===== config.mk =====
export PLATFORM = sky130hd
export DESIGN_NAME = control_unit
export DESIGN_NICKNAME = d
export VERILOG_FILES = /design/src/rtl/ctrl_pkg.sv /design/src/rtl/control_unit_instr_decoder.sv /design/src/rtl/control_unit.sv
export SDC_FILE = /design/constraint.sdc
export NUM_CORES = 1
export LEC_CHECK = 0
export CAP_MARGIN = 25
export CORE_UTILIZATION = 34
export DETAILED_ROUTE_END_ITERATION = 8
export HOLD_SLACK_MARGIN = 0.06
export PLACE_DENSITY = 0.76
export SYNTH_ARGS = -nofsm -noshare
export SYNTH_HDL_FRONTEND = slang
export SYNTH_SLANG_ARGS = --single-unit

===== constraint.sdc =====
create_clock -name clk -period 1.6 [get_ports clk]
set_input_delay 0.48 -clock clk [delete_from_list [all_inputs] [get_ports clk]]
set_output_delay 0.48 -clock clk [all_outputs]
set_load 0.02 [all_outputs]

===== src/rtl/ctrl_pkg.sv =====
// rtl/ctrl_pkg.sv - opcodes, FSM states and instruction-class decode for control_unit
package ctrl_pkg;

  localparam int IMM_W_DEFAULT = 15;

  localparam logic [4:0] OP_LOAD  = 5'b10000;
  localparam logic [4:0] OP_STORE = 5'b10001;
  localparam logic [4:0] OP_BEQ   = 5'b10010;
  localparam logic [4:0] OP_BNE   = 5'b10011;
  localparam logic [4:0] OP_JMP   = 5'b10100;
  localparam logic [4:0] OP_HALT  = 5'b11111;

  typedef enum logic [2:0] {
    S_FETCH,
    S_DECODE,
    S_EXECUTE,
    S_MEM,
    S_WB,
    S_BRANCH,
    S_HALT
  } state_t;

  typedef struct packed {
    logic alu_r;
    logic alu_i;
    logic load;
    logic store;
    logic beq;
    logic bne;
    logic jmp;
    logic halt;
    logic nop;
  } instr_class_t;

  // Exactly one bit set; anything unrecognised falls into nop.
  function automatic instr_class_t decode_class(input logic [4:0] op);
    instr_class_t c;
    c = '0;
    if (op[4:3] == 2'b00) begin
      c.alu_r = 1'b1;
    end else if (op[4:3] == 2'b01) begin
      c.alu_i = 1'b1;
    end else begin
      case (op)
        OP_LOAD:  c.load  = 1'b1;
        OP_STORE: c.store = 1'b1;
        OP_BEQ:   c.beq   = 1'b1;
        OP_BNE:   c.bne   = 1'b1;
        OP_JMP:   c.jmp   = 1'b1;
        OP_HALT:  c.halt  = 1'b1;
        default:  c.nop   = 1'b1;
      endcase
    end
    return c;
  endfunction

endpackage


===== src/rtl/control_unit_instr_decoder.sv =====
// rtl/control_unit_instr_decoder.sv - combinational IR split into fields, sign-extended immediate and class one-hot
module instr_decoder
  import ctrl_pkg::*;
#(
  parameter int IMM_W = IMM_W_DEFAULT
) (
  input  logic [31:0]  ir,
  output logic [4:0]   opcode,
  output logic [3:0]   rd,
  output logic [3:0]   rs,
  output logic [3:0]   rt,
  output logic [31:0]  imm_ext,
  output instr_class_t cls
);

  assign opcode  = ir[31:27];
  assign rd      = ir[26:23];
  assign rs      = ir[22:19];
  assign rt      = ir[18:15];
  assign imm_ext = {{(32-IMM_W){ir[IMM_W-1]}}, ir[IMM_W-1:0]};
  assign cls     = decode_class(ir[31:27]);

endmodule


===== src/rtl/control_unit.sv =====
// rtl/control_unit.sv - multi-cycle fetch/decode/execute FSM; CTRL_PERF_COUNT_EN adds instr_count
module control_unit
  import ctrl_pkg::*;
#(
  parameter int IMM_W = IMM_W_DEFAULT
) (
  input  logic        clk,
  input  logic        reset,
  output logic        instr_req,
  input  logic        instr_valid,
  input  logic [31:0] instr_data,
  output logic        mem_read,
  output logic        mem_write,
  input  logic        mem_ready,
  input  logic [1:0]  flag,
  output logic [4:0]  opcode,
  output logic [3:0]  Rd,
  output logic [3:0]  Rs,
  output logic [3:0]  Rt,
  output logic [31:0] imm_ext,
  output logic        en_exe_pulse,
  output logic        en_pc_pulse,
  output logic        branch_taken,
  output logic        in2_muxcontrol,
  output logic        wv_muxcontrol,
  output logic        regwrite,
`ifdef CTRL_PERF_COUNT_EN
  output logic [31:0] instr_count,
`endif
  output logic        halted
);

  state_t       state, next_state;
  logic [31:0]  ir;
  instr_class_t cls;
  logic         in2_sel;
  logic         flag_neg_unused;

  assign flag_neg_unused = flag[1];

  instr_decoder #(.IMM_W(IMM_W)) u_decoder (
    .ir      (ir),
    .opcode  (opcode),
    .rd      (Rd),
    .rs      (Rs),
    .rt      (Rt),
    .imm_ext (imm_ext),
    .cls     (cls)
  );

  assign in2_sel = cls.alu_r | cls.beq | cls.bne;

  always_ff @(posedge clk) begin
    if (reset) begin
      state <= S_FETCH;
      ir    <= '0;
    end else begin
      state <= next_state;
      if (state == S_FETCH && instr_valid) begin
        ir <= instr_data;
      end
    end
  end

  // Outputs are gated by reset so a pending memory request drops in the reset cycle itself.
  always_comb begin
    next_state     = state;
    instr_req      = 1'b0;
    mem_read       = 1'b0;
    mem_write      = 1'b0;
    en_exe_pulse   = 1'b0;
    en_pc_pulse    = 1'b0;
    branch_taken   = 1'b0;
    in2_muxcontrol = 1'b0;
    wv_muxcontrol  = 1'b0;
    regwrite       = 1'b0;
    halted         = 1'b0;
    if (!reset) begin
      case (state)
        S_FETCH: begin
          instr_req = 1'b1;
          if (instr_valid) next_state = S_DECODE;
        end
        S_DECODE: begin
          in2_muxcontrol = in2_sel;
          if (cls.halt) begin
            next_state = S_HALT;
          end else if (cls.nop) begin
            en_pc_pulse = 1'b1;
            next_state  = S_FETCH;
          end else begin
            next_state = S_EXECUTE;
          end
        end
        S_EXECUTE: begin
          en_exe_pulse   = 1'b1;
          in2_muxcontrol = in2_sel;
          if (cls.alu_r || cls.alu_i)                 next_state = S_WB;
          else if (cls.load || cls.store)             next_state = S_MEM;
          else if (cls.beq || cls.bne || cls.jmp)     next_state = S_BRANCH;
          else                                        next_state = S_FETCH;
        end
        S_MEM: begin
          mem_read  = cls.load;
          mem_write = cls.store;
          if (mem_ready) begin
            if (cls.load) begin
              next_state = S_WB;
            end else begin
              en_pc_pulse = 1'b1;
              next_state  = S_FETCH;
            end
          end
        end
        S_WB: begin
          regwrite      = 1'b1;
          en_pc_pulse   = 1'b1;
          wv_muxcontrol = cls.load;
          next_state    = S_FETCH;
        end
        S_BRANCH: begin
          branch_taken = (cls.beq & flag[0]) | (cls.bne & ~flag[0]) | cls.jmp;
          en_pc_pulse  = 1'b1;
          next_state   = S_FETCH;
        end
        S_HALT: begin
          halted = 1'b1;
        end
        default: next_state = S_FETCH;
      endcase
    end
  end

`ifdef CTRL_PERF_COUNT_EN
  always_ff @(posedge clk) begin
    if (reset) begin
      instr_count <= '0;
    end else if (en_pc_pulse) begin
      instr_count <= instr_count + 32'd1;
    end
  end
`endif

endmodule

# Word-level counts from Yosys, hierarchy flattened
# Cells that the tools add are included.
totals:
  ramBits: 0
  latch_bits: 0
  word_cells: 80
  memories: 0
  regBits: 35
  romBits: 0
classes:
  n_div: 0
  bitwise_logic: 8
  n_addsub: 0
  order_cmp: 0
  shift: 0
  reduce_logical: 11
  n_mul: 0
  eq_ne: 15
  mux: 44
op_table:
  columns: ["operator", "count"]
  rows:
  - ["2-to-1 mux 1 bit", 32]
  - ["equality test 5 bit (second input constant)", 6]
  - ["2-to-1 mux 3 bit", 7]
  - ["one-hot mux 3 bit (5 select lines)", 1]
  - ["equality test 3 bit (second input constant)", 3]
  - ["2-to-1 mux 8 bit", 1]
  - ["2-to-1 mux 7 bit", 1]
  - ["equality test 3 x 2 -> 1 bit (second input constant)", 2]
  - ["OR reduction 6 bit", 1]
  - ["logical OR 1 bit", 4]
  - ["!= test 2 bit (second input constant)", 2]
  - ["bitwise OR 1 bit", 4]
  - ["OR reduction 2 bit", 2]
  - ["equality test 3 x 1 -> 1 bit (second input constant)", 1]
  - ["logical NOT 3 bit", 1]
  - ["one-hot mux 1 bit (3 select lines)", 1]
  - ["AND reduction 3 bit", 1]
  - ["AND 1 bit", 2]
  - ["equality test 2 x 1 -> 1 bit (second input constant)", 1]
  - ["logical NOT 2 bit", 1]
  - ["2-to-1 mux 2 bit", 1]
  - ["inverter 1 bit", 2]
  - ["logical AND 1 bit", 1]

# Logic depth before layout (Yosys ltp)
logic_depth:
  depth_word: 11
  mapped_depth: 7
  mapped_depth_nobuf: 4

# Cells and area by module
# From an unflattened synthesis, not the netlist that was laid out.
unflattened:
  cells_unflattened: 260
  hier_area_um2: 1999.4
by_module_without_submodules:
  columns: ["module", "cells_each", "area_per_inst_um2", "seq_area_each_um2", "n_inst"]
  rows:
  - ["control_unit", 196, 1529.0, 700.7, 1]
  - ["instr_decoder", 64, 470.5, 0.0, 1]

# Least setup slack after synthesis
# OpenSTA, ideal clock, no wires.
synth_path:
  kind: "register to output"
  startpoint: "register ir[31]"
  endpoint: "output port mem_read"
  stages_incl_launch_ff: 4
  n_path_buf: 0
  t_required_ns: 1.120
  slack_ns: -0.654
  arrival_ns: 1.774
  path_cell_list: "dfxtp_1 nand2b_1 or4_4 nor4_1"
synth_via:
  elab_chain_cells: 6
  word_cells_on_any_way: 8
  cone_classes: "eq/ne (2); mux (5); reduce/logical (1)"
synth_rtl:
  columns: ["element", "line", "source"]
  rows:
  - ["start: declaration", "control_unit.sv:34", "logic [31:0] ir;"]
  - ["start signal: assignment", "control_unit.sv:60", "ir <= instr_data;"]
  - ["equality test 5 bit", "ctrl_pkg.sv:44", "case (op)"]
  - ["2-to-1 mux 1 bit", "ctrl_pkg.sv:44", null]
  - ["2-to-1 mux 7 bit", "ctrl_pkg.sv:41", "end else if (op[4:3] == 2'b01) begin"]
  - ["2-to-1 mux 8 bit (*)", "ctrl_pkg.sv:39", "if (op[4:3] == 2'b00) begin"]
  - ["2-to-1 mux 1 bit (*)", "control_unit.sv:79", "case (state)"]
  - ["2-to-1 mux 1 bit (*)", "control_unit.sv:78", "if (!reset) begin"]
  - ["end: declaration", "control_unit.sv:12", "output logic mem_read,"]
# Every way passes the cells marked *; elsewhere a longest branch is shown, timed or not.

# Worst setup path in the final report
layout_path:
  startpoint: "register ir[28]"
  endpoint: "output port en_pc_pulse"
layout_via:
  elab_chain_cells: 9
  word_cells_on_any_way: 18
  cone_classes: "eq/ne (6); mux (11); reduce/logical (1)"
layout_rtl:
  columns: ["element", "line", "source"]
  rows:
  - ["equality test 5 bit", "ctrl_pkg.sv:44", null]
  - ["OR reduction 6 bit (no line)", null, null]
  - ["2-to-1 mux 1 bit", "ctrl_pkg.sv:44", null]
  - ["2-to-1 mux 7 bit (*)", "ctrl_pkg.sv:41", null]
  - ["2-to-1 mux 8 bit (*)", "ctrl_pkg.sv:39", null]
  - ["2-to-1 mux 1 bit", "control_unit.sv:88", "end else if (cls.nop) begin"]
  - ["2-to-1 mux 1 bit", "control_unit.sv:86", "if (cls.halt) begin"]
  - ["one-hot mux 1 bit (3 select lines) (*)", "control_unit.sv:79", null]
  - ["2-to-1 mux 1 bit (*)", "control_unit.sv:78", null]
  - ["end: declaration", "control_unit.sv:22", "output logic en_pc_pulse,"]
# Marked as above.

==> out/metrics.sh <==
SYN-MEAN-INSTANCE-AREA_UM2=7.338
SYNTH_TOP_FLOP_CELL='sky130_fd_sc_hd__dfxtp_1'
CLOCKPOWERSHARE=0.294
FLOORPLAN.DIE_AREA_UM2=5227
CTS.HOLD.BUFFERS_ADDED=0
CLOCK_TREE_FROM_TRITONCTS='done'
KIND_OF_END_POINT_OF_THE_CRITICAL_PATH='output pin'
CAP_VIOL_MAX_COUNT=0
PLACEABLECOREAREA_UM2=4755
SYN_TO_FINAL_GROWTH_PCT=87.42
FINAL.SETUP.WORST_SLACK_NS=-0.6225
PORT_BUFFERS=95
SYNTH-SEQ-AREA-SHARE=0.4170
TIMING.CRITICAL_PATH.FANOUT_MAX=4
ANTENNA_FOUND_INITIAL=0
EFFECTIVE_UTILIZATION_AT_FLOORPLAN=0.3534
POST-ROUTE-PERIOD-UTIL=1.389
SETUP_REPAIR_AFTER_GLOBAL_ROUTING_MISSED_ITS_MARGIN='true'
NETLIST_AREA_UM2=1680
WIRE_PER_INST_UM=12.87
SYNTH_ENABLE_FLOP_CELLS=0
FMAX_MHz=449.9
P_LEAK_nW=1.389
DRT_VIA_DENSITY=4.766
GRT.OVERFLOW.TOTAL=0
SLOWEST_DELAY_NS=0.38
SYNTH.TOP_CELLS.BY_COUNT='sky130_fd_sc_hd__nand2_1 (69), sky130_fd_sc_hd__a21oi_1 (37), sky130_fd_sc_hd__dfxtp_1 (35)'
M1_WL_MM=2.269
CLK_PATH_BUF_DEPTH=2
DETAILED_ROUTED_WIRE_LENGTH_ON_MET3_UM=370
WORST_CLOCK_SKEW_NS=0.003768
CLKSINKCOUNT=35
SLEW_HEADROOM=0.7429
SYNTHDOMINANTAREACELLTYPE='sky130_fd_sc_hd__dfxtp_1'
POSTLAYOUTCELLAREA_UM2=3149
YS_FF_LATCH=35
SYNTH_LARGEST_TYPE_AREA_FRACTION=0.4170
ANTENNA_LEFT=0
R2R.WORST_PATH.CELLS=7
FINAL_WORST_HOLD_SLACK_NS=0.4537
ASYNC_RESET_FF_FRAC=0
WORSTSETUPSTARTPOINTTYPE='flip-flop'
CRIT-REG2REG-LAUNCH='state[2]'
POWER.SHARE.SWITCHING=0.3083
GP_CONGESTION=0.9124
DESIGN.FINAL.NETS=384
FP.DIEH_UM=72.30
NUMBER_OF_LIBRARY_CELL_TYPES_MAPPED_BY_SYNTHESIS=31
TIMING_WORST_SETUP_PATH_TYPE='flip-flop to output pin'
TIMING.CRITICAL_PATH.ARRIVAL_NS=1.74
CTSROOTBUFFERMASTER='sky130_fd_sc_hd__clkbuf_8'
STATUS='finished with violations'
YOSYSMOSTFREQUENTCELL='sky130_fd_sc_hd__nand2_1'
CTS.HTREE.LEVELS=2
TOTAL_SWITCHING_POWER_uW=793.9
POST_SYNTH_INST_COUNT=229
HOLD_CRIT_PATH_TYPE='flip-flop to flip-flop'
DIE_X_UM=72.30
DR_ITER_0_VIOLS=96
SYN-NUM-NETS=267
POST_ROUTE_CELLS_DRIVE_ABOVE_1_SHARE=0.3285
IO_PINS=97
ROUTE.VIAS.TOTAL=1973
CRITPATHREQUIREDTIME_NS=1.12
FIRST_PASS_GRT_WIRE_LENGTH_MM=8.452
CLKSLEWWORSTSETUPHOLDPATHS_NS=0.07
DETAIL_ROUTE.FIRST_PASS.ITERATIONS=4
REPORT.FINAL.HOLD_VIOL_COUNT=0
CELL_BREAKDOWN_OF_THE_CRITICAL_PATH='o21a_1 > o211ai_1 > or3_4 > a311oi_4 > buf_6'
AREA_CONTRIBUTORS_POST_SYNTH='sky130_fd_sc_hd__dfxtp_1 (42%), sky130_fd_sc_hd__nand2_1 (15%), sky130_fd_sc_hd__a21oi_1 (11%), sky130_fd_sc_hd__buf_4 (9.8%), sky130_fd_sc_hd__nor4_1 (2.6%)'
SLOWEST_CELL_ON_CRIT_PATH='sky130_fd_sc_hd__or3_4'
HOLD_PATH.STARTPOINT='ir[25]'
FINAL-SETUP-VIOL-COUNT=10
CLKLATENCYLATEPIN_NS=0.28
DPL.HPWL_MM=3.541
POWERDENSITY_nW_PER_UM2=817.7
TOP_ROUTING_LAYER_IN_USE='met4'
NUM_ANTENNA_CELLS=0
PIN_COUNT_OF_THE_BIGGEST_NET_ENTERING_GLOBAL_ROUTING=22
GRT_UTIL_ALL_LAYERS=0.2059
HOLDPATHSTAGES=2
SHARE_COMB_OF_TOTAL_POWER=0.326
VIAS_IN_THE_FIRST_GLOBAL_ROUTE=1914
POWER.IR.VDD_WORST_uV=441.6
ROUTE.MET2.WL_MM=2.619
VIOLATIONS='negative setup slack'
SYNTHESIS.YOSYS.WARNINGS=0
DRC_ERRORS=0
NUM_ROWS=25
CTS_MADE_BUFFERS=5
SLEW_VIOL_FINAL=0
FILLERINSTANCES=408
WORST_PIN_SLEW_NS=0.3822
CRITICAL_PATH.STARTPOINT='ir[28]'
INTERNAL_mW=1.781
FIN_CRIT_NS=2.222
PROPORTION_OF_POWER_DRAWN_BY_FLIP_FLOPS_AND_LATCHES=0.380
DRT-TOTAL-WL_MM=5.330
PLACEMENT.CELL_AREA_UM2=2883
sequential cells by signal, indices dropped and copies added, names as in the netlist:
name and cells:
state 3, ir 32
through the flow:
| stage | cells | setup TNS (ns) | total power, mW | util | worst slack [ns] |
|---|---|---|---|---|---|
| floorplan | 229 | -1.904 | 1.431 | - | -0.3410 |
| global placement | 395 | -12.28 | 1.792 | 0.6063 | -0.9465 |
| detailed placement | 395 | -12.88 | 1.807 | 0.6063 | -0.9445 |
| CTS | 409 | -3.269 | 2.544 | 0.6434 | -0.6081 |
| global route | 414 | -3.649 | 2.699 | 0.6624 | -0.6853 |
| finish | 414 | -3.127 | 2.575 | 0.6624 | -0.6225 |
worst max-delay path: cells and delay by family (launching register included):
kind / cells / cell delay [ns]
compound gates: 3 / 0.56
simple gates: 1 / 0.38
flops: 1 / 0.37
buf+inv: 1 / 0.15
cell families (layout without fill, tap and decap cells):
family                 after synthesis  count (layout)  share of synthesized area
AO/OA/AOI/OAI                       51              51                     0.1661
flip-flops                          35              35                     0.4170
buffers and inverters               40             158                     0.1452
AND/OR/NAND/NOR                    103             103                     0.2718
power groups by stage:
stage	clock network, mW	logic, mW	registers (mW)
6_report	0.756	0.839	0.980
3_3_place_gp	0	0.797	0.995
3_5_place_dp	0	0.808	0.999
2_1_floorplan	0	0.355	1.08
5_1_grt	0.802	0.909	0.988
4_1_cts	0.776	0.788	0.980
timing repair:
action / in CTS / in global routing
buffers inserted: 6 / 7
pin swaps: 12 / 12
endpoints found under the setup margin: 59 / 61
gates resized for setup: 134 / 51
cells in the final DEF, fill, tap and decap left out, drive strengths merged:
master	netlist	final
o21ai	5	5
nor2	6	6
o21bai	1	1
nor3	7	7
inv	3	3
o2111ai	1	1
and3	1	1
and2	1	1
o21a	1	1
a31oi	2	2
clkdlybuf4s50	0	34
buf	26	62
nor4	7	7
nand2b	3	3
nand3b	1	1
o31a	1	1
a21oi	37	37
or4b	1	1
nor2b	2	2
or3	1	1
clkbuf	10	17
clkdlybuf4s15	0	10
nand4	2	2
dlygate4sd2	0	29
dfxtp	35	35
nand2	69	69
o211ai	1	1
a311oi	1	1
dlymetal6s2s	0	1
or4	1	1
a21boi	1	1
clkinv	1	2
nand3	1	1
final timing paths:
check                      to  slack, ns
setup / recovery  en_pc_pulse      -0.62
hold reg to reg        ir[25]       0.45
hold / removal         ir[25]       0.45
setup reg to reg       ir[27]       0.07
per-layer routing:
layer	track usage	up-vias
met3	0.05556	8
met1	0.2496	895
met4	0.06754	0
met2	0.3531	86
met5	0	-
li1	-	984
area by class of cell:
cell class / instances / area, um^2 / area share
inverter: 4 / 20.02 / 0.006357
clock inverter: 1 / 5.005 / 0.001589
multi-input combinational: 154 / 907.1 / 0.2880
timing repair buffer: 146 / 1303 / 0.4136
tap: 67 / 83.83 / 0.02662
clock buffer: 7 / 107.6 / 0.03417
sequential: 35 / 723.2 / 0.2296
Note: power is estimated with default switching activity, not from simulation.
